$ cat config.mk
export PLATFORM = sky130hd
export DESIGN_NAME = muldiv4_arbiter_flat
export DESIGN_NICKNAME = d
export VERILOG_FILES = /design/src/rtl/muldiv4_if.sv /design/src/rtl/muldiv4.sv /design/src/flat_wrapper.sv
export SDC_FILE = /design/constraint.sdc
export NUM_CORES = 1
export LEC_CHECK = 0
export ABC_AREA = 1
export CAP_MARGIN = 20
export CORE_MARGIN = 3
export CORE_UTILIZATION = 50
export DETAILED_ROUTE_END_ITERATION = 10
export GPL_ROUTABILITY_DRIVEN = 0
export PLACE_DENSITY = 0.76
export SYNTH_ARGS = -nofsm -noshare
export SYNTH_HDL_FRONTEND = slang
export SYNTH_HIERARCHICAL = 1
export SYNTH_SLANG_ARGS = --single-unit
$ cat constraint.sdc
create_clock -name clk -period 5.82 [get_ports clk]
set_input_delay 0.582 -clock clk [delete_from_list [all_inputs] [get_ports clk]]
set_output_delay 0.582 -clock clk [all_outputs]
set_load 0.01 [all_outputs]
$ cat src/rtl/muldiv4_if.sv
// Requester-facing bus of muldiv4_arbiter: two op request channels and two result channels.
interface muldiv4_if;
  logic [1:0]  req_valid;
  logic [1:0]  req_ready;
  logic [1:0]  req_muldiv;
  logic [1:0]  req_signed;
  logic [15:0] req_opnd;
  logic [1:0]  rsp_valid;
  logic [1:0]  rsp_ready;
  logic [7:0]  rsp_data;
  logic        rsp_eover;
  logic        rsp_ediv0;
  logic        busy;

  modport master (
    output req_valid, req_muldiv, req_signed, req_opnd, rsp_ready,
    input  req_ready, rsp_valid, rsp_data, rsp_eover, rsp_ediv0, busy
  );

  modport slave (
    input  req_valid, req_muldiv, req_signed, req_opnd, rsp_ready,
    output req_ready, rsp_valid, rsp_data, rsp_eover, rsp_ediv0, busy
  );
endinterface

$ cat src/rtl/muldiv4.sv
// Shared 4-bit multiplier/divider with round-robin arbitration between two requesters.
// Contains the combinational mul4/div4 pair and the arbiter that time-shares them.

module mul4 (
  input  logic [3:0] a_i,
  input  logic [3:0] b_i,
  input  logic       signed_i,
  output logic [7:0] p_o
);
  logic [7:0] ax, bx;

  // Low 8 bits of the extended product are correct for both signednesses
  always_comb begin
    ax  = signed_i ? {{4{a_i[3]}}, a_i} : {4'b0000, a_i};
    bx  = signed_i ? {{4{b_i[3]}}, b_i} : {4'b0000, b_i};
    p_o = ax * bx;
  end
endmodule

module div4 (
  input  logic [3:0] a_i,
  input  logic [3:0] b_i,
  input  logic       signed_i,
  output logic [3:0] q_o,
  output logic [3:0] r_o,
  output logic       eover_o,
  output logic       ediv0_o
);
  logic       neg_a, neg_b;
  logic [4:0] ma, mb, mb_safe, mq, mr;
  logic [3:0] qs, rs;

  // Magnitude division; quotient truncates toward zero, remainder takes the dividend's sign
  always_comb begin
    neg_a   = signed_i & a_i[3];
    neg_b   = signed_i & b_i[3];
    ma      = neg_a ? 5'(5'd0 - {1'b1, a_i}) : {1'b0, a_i};
    mb      = neg_b ? 5'(5'd0 - {1'b1, b_i}) : {1'b0, b_i};
    mb_safe = (b_i == 4'd0) ? 5'd1 : mb;
    mq      = ma / mb_safe;
    mr      = ma % mb_safe;
    qs      = (neg_a ^ neg_b) ? 4'(5'd0 - mq) : mq[3:0];
    rs      = neg_a ? 4'(5'd0 - mr) : mr[3:0];
    ediv0_o = (b_i == 4'd0);
    eover_o = signed_i & (a_i == 4'h8) & (b_i == 4'hF);
    // Divide by zero yields all-ones quotient and the dividend as remainder
    q_o     = ediv0_o ? 4'hF : qs;
    r_o     = ediv0_o ? a_i  : rs;
  end
endmodule

module muldiv4_arbiter #(
  parameter int unsigned WIDTH  = 4,
  parameter int unsigned SETTLE = 1
) (
  input  logic     clk,
  input  logic     rst_n,
  muldiv4_if.slave bus
);
  if (WIDTH != 4) begin : g_width_err
    $error("muldiv4_arbiter: WIDTH must be 4");
  end
  if (SETTLE == 0) begin : g_settle_err
    $error("muldiv4_arbiter: SETTLE must be at least 1");
  end

  localparam int unsigned CNT_W = (SETTLE > 1) ? $clog2(SETTLE) : 1;

  localparam logic [1:0] IDLE = 2'd0;
  localparam logic [1:0] EXEC = 2'd1;
  localparam logic [1:0] RESP = 2'd2;

  logic [1:0]       state_q, state_d;
  logic             last_q, last_d;
  logic [CNT_W-1:0] cnt_q, cnt_d;
  logic [3:0]       a_q, a_d, b_q, b_d;
  logic             div_q, div_d, sgn_q, sgn_d, id_q, id_d;
  logic [7:0]       data_q, data_d;
  logic             eover_q, eover_d, ediv0_q, ediv0_d;
  logic [1:0]       rsp_valid_q, rsp_valid_d;

  logic             gnt_c;
  logic [1:0]       req_ready_c;
  logic [7:0]       prod;
  logic [3:0]       quo, rem;
  logic             eover_c, ediv0_c;

  mul4 u_mul4 (.a_i(a_q), .b_i(b_q), .signed_i(sgn_q), .p_o(prod));
  div4 u_div4 (.a_i(a_q), .b_i(b_q), .signed_i(sgn_q), .q_o(quo), .r_o(rem),
               .eover_o(eover_c), .ediv0_o(ediv0_c));

  // Round-robin grant; ready is only offered in IDLE and never while reset is asserted
  always_comb begin
    gnt_c       = 1'b0;
    req_ready_c = 2'b00;
    case (bus.req_valid)
      2'b01:   gnt_c = 1'b0;
      2'b10:   gnt_c = 1'b1;
      2'b11:   gnt_c = ~last_q;
      default: gnt_c = 1'b0;
    endcase
    if (state_q == IDLE && rst_n && bus.req_valid[gnt_c]) begin
      req_ready_c[gnt_c] = 1'b1;
    end
  end

  always_comb begin
    state_d     = state_q;
    last_d      = last_q;
    cnt_d       = cnt_q;
    a_d         = a_q;
    b_d         = b_q;
    div_d       = div_q;
    sgn_d       = sgn_q;
    id_d        = id_q;
    data_d      = data_q;
    eover_d     = eover_q;
    ediv0_d     = ediv0_q;
    rsp_valid_d = rsp_valid_q;
    case (state_q)
      IDLE: begin
        if (req_ready_c != 2'b00) begin
          state_d = EXEC;
          id_d    = gnt_c;
          a_d     = gnt_c ? bus.req_opnd[11:8]  : bus.req_opnd[3:0];
          b_d     = gnt_c ? bus.req_opnd[15:12] : bus.req_opnd[7:4];
          div_d   = bus.req_muldiv[gnt_c];
          sgn_d   = bus.req_signed[gnt_c];
          cnt_d   = CNT_W'(SETTLE - 1);
        end
      end
      EXEC: begin
        if (cnt_q == '0) begin
          state_d     = RESP;
          data_d      = div_q ? {rem, quo} : prod;
          eover_d     = div_q & eover_c;
          ediv0_d     = div_q & ediv0_c;
          rsp_valid_d = id_q ? 2'b10 : 2'b01;
        end else begin
          cnt_d = cnt_q - CNT_W'(1);
        end
      end
      RESP: begin
        if (bus.rsp_ready[id_q]) begin
          state_d     = IDLE;
          last_d      = id_q;
          rsp_valid_d = 2'b00;
        end
      end
      default: state_d = IDLE;
    endcase
  end

  always_ff @(posedge clk or negedge rst_n) begin
    if (!rst_n) begin
      state_q     <= IDLE;
      last_q      <= 1'b1;
      cnt_q       <= '0;
      a_q         <= '0;
      b_q         <= '0;
      div_q       <= 1'b0;
      sgn_q       <= 1'b0;
      id_q        <= 1'b0;
      data_q      <= '0;
      eover_q     <= 1'b0;
      ediv0_q     <= 1'b0;
      rsp_valid_q <= 2'b00;
    end else begin
      state_q     <= state_d;
      last_q      <= last_d;
      cnt_q       <= cnt_d;
      a_q         <= a_d;
      b_q         <= b_d;
      div_q       <= div_d;
      sgn_q       <= sgn_d;
      id_q        <= id_d;
      data_q      <= data_d;
      eover_q     <= eover_d;
      ediv0_q     <= ediv0_d;
      rsp_valid_q <= rsp_valid_d;
    end
  end

  assign bus.req_ready = req_ready_c;
  assign bus.rsp_valid = rsp_valid_q;
  assign bus.rsp_data  = data_q;
  assign bus.rsp_eover = eover_q;
  assign bus.rsp_ediv0 = ediv0_q;
  assign bus.busy      = (state_q != IDLE);
endmodule

$ cat src/flat_wrapper.sv
// flat-port wrapper written by rule: the top's interface ports become plain ports
module muldiv4_arbiter_flat 
#(
  parameter int unsigned WIDTH  = 4,
  parameter int unsigned SETTLE = 1
)
  (clk, rst_n, bus_req_valid, bus_req_muldiv, bus_req_signed, bus_req_opnd, bus_rsp_ready, bus_req_ready, bus_rsp_valid, bus_rsp_data, bus_rsp_eover, bus_rsp_ediv0, bus_busy);
  muldiv4_if bus_i ();
  input  logic clk;
  input  logic rst_n;
  input wire logic [$bits(bus_i.req_valid)-1:0] bus_req_valid;
  input wire logic [$bits(bus_i.req_muldiv)-1:0] bus_req_muldiv;
  input wire logic [$bits(bus_i.req_signed)-1:0] bus_req_signed;
  input wire logic [$bits(bus_i.req_opnd)-1:0] bus_req_opnd;
  input wire logic [$bits(bus_i.rsp_ready)-1:0] bus_rsp_ready;
  output wire logic [$bits(bus_i.req_ready)-1:0] bus_req_ready;
  output wire logic [$bits(bus_i.rsp_valid)-1:0] bus_rsp_valid;
  output wire logic [$bits(bus_i.rsp_data)-1:0] bus_rsp_data;
  output wire logic [$bits(bus_i.rsp_eover)-1:0] bus_rsp_eover;
  output wire logic [$bits(bus_i.rsp_ediv0)-1:0] bus_rsp_ediv0;
  output wire logic [$bits(bus_i.busy)-1:0] bus_busy;
  assign bus_i.req_valid = bus_req_valid;
  assign bus_i.req_muldiv = bus_req_muldiv;
  assign bus_i.req_signed = bus_req_signed;
  assign bus_i.req_opnd = bus_req_opnd;
  assign bus_i.rsp_ready = bus_rsp_ready;
  assign bus_req_ready = bus_i.req_ready;
  assign bus_rsp_valid = bus_i.rsp_valid;
  assign bus_rsp_data = bus_i.rsp_data;
  assign bus_rsp_eover = bus_i.rsp_eover;
  assign bus_rsp_ediv0 = bus_i.rsp_ediv0;
  assign bus_busy = bus_i.busy;
  muldiv4_arbiter #(.WIDTH(WIDTH), .SETTLE(SETTLE)) u_core (.clk(clk), .rst_n(rst_n), .bus(bus_i));
endmodule
# Yosys cells after proc, flatten, opt, wreduce, memory -nomap -nowiden
# Cells that the tools add are included.
[classes]
add_sub_neg = 5
mul = 1
div = 2
magnitude_cmp = 3
eq_ne = 9
mux = 34
bitwise_logic = 9
n_reduce_logical = 15
[ops]
columns = ["op", "count"]
rows = [
  ["2-to-1 mux 4 bit", 6],
  ["2-to-1 mux 8 bit", 3],
  ["2-to-1 mux 5 bit", 3],
  ["2-to-1 mux 2 bit", 6],
  ["2-to-1 mux 1 bit", 11],
  ["subtractor 1 x 5 -> 5 bit (first input constant)", 2],
  ["== test 4 bit (second input constant)", 2],
  ["multiplier 8 x 8 -> 8 bit", 1],
  ["AND reduction 2 bit", 4],
  ["nonzero test 2 bit", 4],
  ["subtractor 1 x 4 -> 4 bit (first input constant)", 2],
  ["bitwise AND 1 bit", 6],
  ["== test 2 bit (second input constant)", 3],
  ["case mux 2 bit (3 select lines)", 1],
  ["AND reduction 3 bit", 2],
  ["divider 5 x 5 -> 5 bit", 1],
  ["modulo 5 x 5 -> 5 bit", 1],
  ["logical NOT 4 bit", 1],
  ["< comparator 1 x 2 -> 1 bit (second input constant)", 2],
  ["inequality test 2 bit (second input constant)", 2],
  ["case mux 1 bit (2 select lines)", 2],
  ["case mux 2 bit (2 select lines)", 1],
  ["logical AND 1 bit", 3],
  ["== test 2 x 1 -> 1 bit (second input constant)", 1],
  ["7 further kinds", 8],
]
[totals]
register_bits = 27
input_bits = 26
out_inout_bits = 15

# Depth between registers and ports, before layout
# Gate-level depths: netlist (run 1).
[depth]
depth_word = 10
depth_mapped = 51
depth_no_buf = 50

# By module
# The synthesis (run 1) kept the hierarchy.
[by_module_without_submodules]
columns = ["module", "n_inst", "cells_per_inst", "area_per_inst_um2"]
rows = [
  ["muldiv4_arbiter", 1, 168, 1282.5],
  ["div4", 1, 198, 1216.2],
  ["mul4", 1, 135, 890.9],
]

# Worst setup path after synthesis (run 1)
# OpenSTA, ideal clock, no wires.
[synth_path]
path_kind = "register to register"
start = "register u_core.b_q[0]"
end = "register u_core.data_q[5], in the netlist u_core/bus.rsp_data[5]"
t_arrival_ns = 5.621
setup_slack_ns = 0.077
stages_incl_launch_ff = 47
path_buffers = 1
synth_period_minus_slack_ns = 5.743
path_cell_list = "dfrtp_1 > inv_1 > ha_1 > inv_1 > nor3_4 > a21oi_2 > inv_1 > ha_1 > inv_1 > o21bai_1 > nand3_4 > nand2_2 > nand2_1 > inv_1 > ha_1 > nand2_1 > nand3b_1 > nand2_1 > [... 11 more ...] > nand3_2 > nand2_2 > inv_1 > ha_1 > nand2_1 > clkinv_1 > nand3b_1 > nand3_1 > nor2_2 > buf_6 > nand2_1 > o21ai_1 > inv_1 > ha_1 > o21ai_0 > o22ai_1 > nand2_1 > a21oi_1"
[synth_rtl]
columns = ["element", "line_no", "source"]
rows = [
  ["start: declaration", "muldiv4.sv:76", "logic [3:0] a_q, a_d, b_q, b_d;"],
  ["start signal: assignment", "muldiv4.sv:160", "b_q <= '0;"],
  ["start signal: assignment", "muldiv4.sv:173", "b_q <= b_d;"],
  ["logical NOT 4 bit (*)", "muldiv4.sv:44", "ediv0_o = (b_i == 4'd0);"],
  ["via u_core.ediv0_c", "muldiv4.sv:86", "logic eover_c, ediv0_c;"],
  ["2-to-1 mux 5 bit", "muldiv4.sv:39", "mb_safe = (b_i == 4'd0) ? 5'd1 : mb;"],
  ["modulo 5 x 5 -> 5 bit", "muldiv4.sv:41", "mr = ma % mb_safe;"],
  ["subtractor 1 x 4 -> 4 bit", "muldiv4.sv:43", "rs = neg_a ? 4'(5'd0 - mr) : mr[3:0];"],
  ["2-to-1 mux 4 bit", "muldiv4.sv:43", ""],
  ["2-to-1 mux 4 bit (*)", "muldiv4.sv:48", "r_o = ediv0_o ? a_i : rs;"],
  ["via u_core.rem[1]", "muldiv4.sv:85", "logic [3:0] quo, rem;"],
  ["2-to-1 mux 8 bit (*)", "muldiv4.sv:135", "data_d = div_q ? {rem, quo} : prod;"],
  ["end signal: assignment", "muldiv4.sv:177", "data_q <= data_d;"],
  ["end: declaration", "muldiv4.sv:78", "logic [7:0] data_q, data_d;"],
]
# Mark *: on every way through the listed nets, which the timed path passes. The rest lies on a longest branch.
# A chain may end at the register's enable or synchronous reset.

# Worst setup path after layout (run 1)
[layout_path]
start = "register u_core.b_q[1]"
end = "register u_core.data_q[5], in the netlist u_core/bus.rsp_data[5]"
# The elaborated chain is that of the path after synthesis.

==> results of run 1 <==
metal layers:
layer / track usage, % / vias to the layer above / share of wire [%]
li1: - / 1692 / -
met1: 28.2 / 1574 / 44
met5: 0 / - / 0
met3: 2.05 / 8 / 4.1
met4: 3.43 / 0 / 0.60
met2: 41.5 / 79 / 52
kinds of logic after synthesis:
family	count (synthesis)	synth area share, %
AO/OA/AOI/OAI	46	7.97
XOR/XNOR	10	2.58
adder cells (fa/ha/maj)	51	21.7
buffers and inverters	95	11.5
flip-flops	26	19.2
other	2	0.222
AND/OR/NAND/NOR	271	36.8
Yosys cell counts, types with 2 or more instances:
| master | instances | area share [%] |
|---|---|---|
| nand2_1 | 171 | 19 |
| a21oi_2 | 3 | 0.78 |
| nand3_1 | 33 | 4.9 |
| conb_1 | 2 | 0.22 |
| nand2_4 | 2 | 0.66 |
| nor2_4 | 2 | 0.66 |
| nand3_2 | 5 | 1.5 |
| a21oi_1 | 20 | 3.0 |
| nor3_1 | 2 | 0.30 |
| nor2_2 | 5 | 0.92 |
| nand4_1 | 5 | 0.92 |
| inv_1 | 74 | 8.2 |
| buf_4 | 2 | 0.44 |
| nand2_2 | 10 | 1.8 |
| ha_1 | 38 | 14 |
| nand3b_1 | 4 | 0.89 |
| nor2_1 | 24 | 2.7 |
| fa_1 | 13 | 7.7 |
| o21ai_0 | 11 | 1.6 |
| o21ai_1 | 2 | 0.30 |
| clkinv_1 | 2 | 0.22 |
| o21ai_2 | 5 | 1.3 |
| xnor2_1 | 3 | 0.78 |
| buf_6 | 3 | 1.0 |
| dfrtp_1 | 25 | 18 |
| xor2_1 | 7 | 1.8 |
| buf_2 | 3 | 0.44 |
| inv_2 | 10 | 1.1 |
flip-flops by register name, indices dropped and copies added, names as in the netlist:
signal and flops:
u_core/a_q 4, u_core/b_q 4, u_core/bus.rsp_data 8, u_core/bus.rsp_ediv0 1
u_core/bus.rsp_eover 1, u_core/bus.rsp_valid 2, u_core/div_q 1, u_core/id_q 1
u_core/last_q 1, u_core/sgn_q 1, u_core/state_q 2
worst max-delay path by stage:
stage                                               to                 startpoint  slack (ns)  cells past startpoint
floorplan           u_core/bus.rsp_data[5]$_DFFE_PN0P_  u_core/b_q[0]$_DFFE_PN0P_        0.08                     46
global placement    u_core/bus.rsp_data[5]$_DFFE_PN0P_  u_core/b_q[0]$_DFFE_PN0P_        0.07                     44
detailed placement  u_core/bus.rsp_data[5]$_DFFE_PN0P_  u_core/b_q[1]$_DFFE_PN0P_       -0.28                     43
CTS                 u_core/bus.rsp_data[6]$_DFFE_PN0P_  u_core/b_q[1]$_DFFE_PN0P_        0.01                     45
global route        u_core/bus.rsp_data[5]$_DFFE_PN0P_  u_core/b_q[1]$_DFFE_PN0P_       -0.09                     43
finish              u_core/bus.rsp_data[5]$_DFFE_PN0P_  u_core/b_q[1]$_DFFE_PN0P_        0.27                     43
per-stage QoR:
stage                     setup WS, ns  instance area [um^2]  setup TNS, ns  std cells  utilization, %
after CTS                       0.0124                  4160              0        640            64.3
final                            0.265                  4330              0        646            67.1
after floorplan                 0.0769                  3390              0        501               -
after global placement          0.0730                  3960              0        628            61.3
after detailed placement        -0.276                  3960         -0.761        628            61.3
after global routing           -0.0904                  4330         -0.266        646            67.1
worst max-delay path, delay by kind of cell, from the launching register on:
kind | cells | cell delay [ns]
AOI/OAI and AO/OA | 6 | 0.60
buffers and inverters | 7 | 0.44
and+or+nand+nor | 24 | 2.42
DFF | 1 | 0.41
adders and majority gates | 6 | 1.63
area by class of cell:
type / count / share of cell area [%]
repair buffers: 73 / 15.0
multi-input cells: 380 / 58.5
flip-flops and latches: 26 / 15.0
well taps: 77 / 2.22
clock buffers: 3 / 0.953
inverters: 86 / 7.57
clock inverters: 1 / 0.693
repair_timing:
item                                    4_1_cts  5_1_grt
pin swaps                                     9       19
gates resized for setup                      11       32
setup buffers                                 8        6
endpoints found under the setup margin        4        7
==> impl_results.md, run 1 <==
* Outcome: complete, no violations
* Startpoint of the worst hold path: u_core/bus.rsp_eover$_DFFE_PN0P_
* Launching point of the worst reg2reg path: u_core/b_q[1]$_DFFE_PN0P_
* Worst-case clock skew at 0.00404 ns
* Per-cell via count in the routed design at 5.19
* Count of state elements after synthesis at 26
* Cell with the most instances on the worst path: nand2_2
* DRC at 0
* Fin. max-slew vios at 0
* Highest clock frequency the design can meet at 180 MHz
* Final wirelength at 8340 um
* CP endpoint kind: register
* Global-route congestion overflow total at 0
* Library cell used as clock root buffer: clkbuf_8
* Antenna violation net count after detailed routing at 0
* Worst min-delay path category: reg2reg
* Width of the die at 88.3 um
* Most common cell after layout, fill and taps aside: nand2_1
* TritonCTS clock tree: done
* Yosys warnings at 6
* Wire length of the first global-routing pass at 14100 um
* Longest Clk Path Bufs at 2
* Initial DRT Pass Iterations at 4
* Die outline area at 7800 um^2
* Initial DRC count at 132
* H-tree levels at 1
* Number of buffers added by the clock tree synthesis step at 3
* Chip height at 88.3 um
* Number of placement rows at 29
* Layout cells sized above 1 at 20.6%
* Critical path launch point type: register
* Maximum number of pins on one net before global-route repair at 29
* Final min period at 5.55 ns
* Area of the core at 6460 um^2
* Post-synth cell types at 43
* Worst hold slack at 0.498 ns
* Count of pins on the block boundary at 41
* Register area share after synthesis at 19.2%
* Via count of the first global-routing pass at 3272
* Setup Crit Path Kind: reg2reg
* Clock edge transition at the registers on the reported setup and hold paths at 0.09 ns
* Most frequent cells in the layout: 164 x nand2_1, 69 x inv_1, 40 x clkdlybuf4s50_1, 32 x buf_4, 30 x nand3_1
* Synth Cell Area at 3390 um^2
* Sequential cell area at 652 um^2
* Critical Path Max Stage Delay at 0.41 ns
* Number of maximum-capacitance violations at 0
* Final net count at 647
* Tot GR Track Use at 22.2%
* Setup violations, final at 0
* Number of sinks on the clock net at 26
* Number of enable-type register cells in the synthesized netlist at 0
* Average detailed-routed wire length per instance at 12.9 um
* Number of fill cells in the layout at 568
* Cells after synthesis at 501
* Predominant post-synthesis flop cell: dfrtp_1
* Final clock period utilization by the worst path at 95.4%
* Quantity of I/O buffers inserted on ports at 40
* Number of inserted diodes at 0
* Post-synth ARST share at 100%
* Dpl hpwl at 6570 um
* CTS hold repair buffers at 0
* Mean Syn Cell Area at 6.77 um^2
* Cell with the largest stage delay on the worst path: dfrtp_1
* Worst reg-to-reg path cell count at 43
* Data arrival at the endpoint of the critical path at 5.75 ns
* Hold depth at 2
* Reg-to-reg setup timing slack at 0.27 ns
* Antenna violations before repair at 0
* Layout overhead on the synthesized area at 27.8%
* CP Max Fanout at 7
* Net count after synthesis at 578
* Worst-skew pair later-pin latency at 0.26 ns
* Worst EP required at 6.01 ns
* Worst min-delay path endpoint: u_core/bus.rsp_eover$_DFFE_PN0P_
* Initial cell density of the core at 52.5%
* Number of hold violations in the final report at 0
* Worst R2R End: u_core/bus.rsp_data[5]$_DFFE_PN0P_
* Via count at 3353
* Area used by multi-input combinational logic at 2530 um^2
Power of run 1 is not shown: default switching activity piles up to over one toggle a cycle in this logic, so the estimate is an artifact.
==> inputs of run 2 (changes only) <==
--- a/config.mk
+++ b/config.mk
@@ -11,6 +11,7 @@
 export CORE_UTILIZATION = 50
 export DETAILED_ROUTE_END_ITERATION = 10
 export GPL_ROUTABILITY_DRIVEN = 0
+export GPL_TIMING_DRIVEN = 1
 export PLACE_DENSITY = 0.76
 export SYNTH_ARGS = -nofsm -noshare
 export SYNTH_HDL_FRONTEND = slang
==> results of run 2 <==
Same layout as run 1: the final DEF is identical, and so are final timing and power.
Power of run 2 is left out for the same reason.
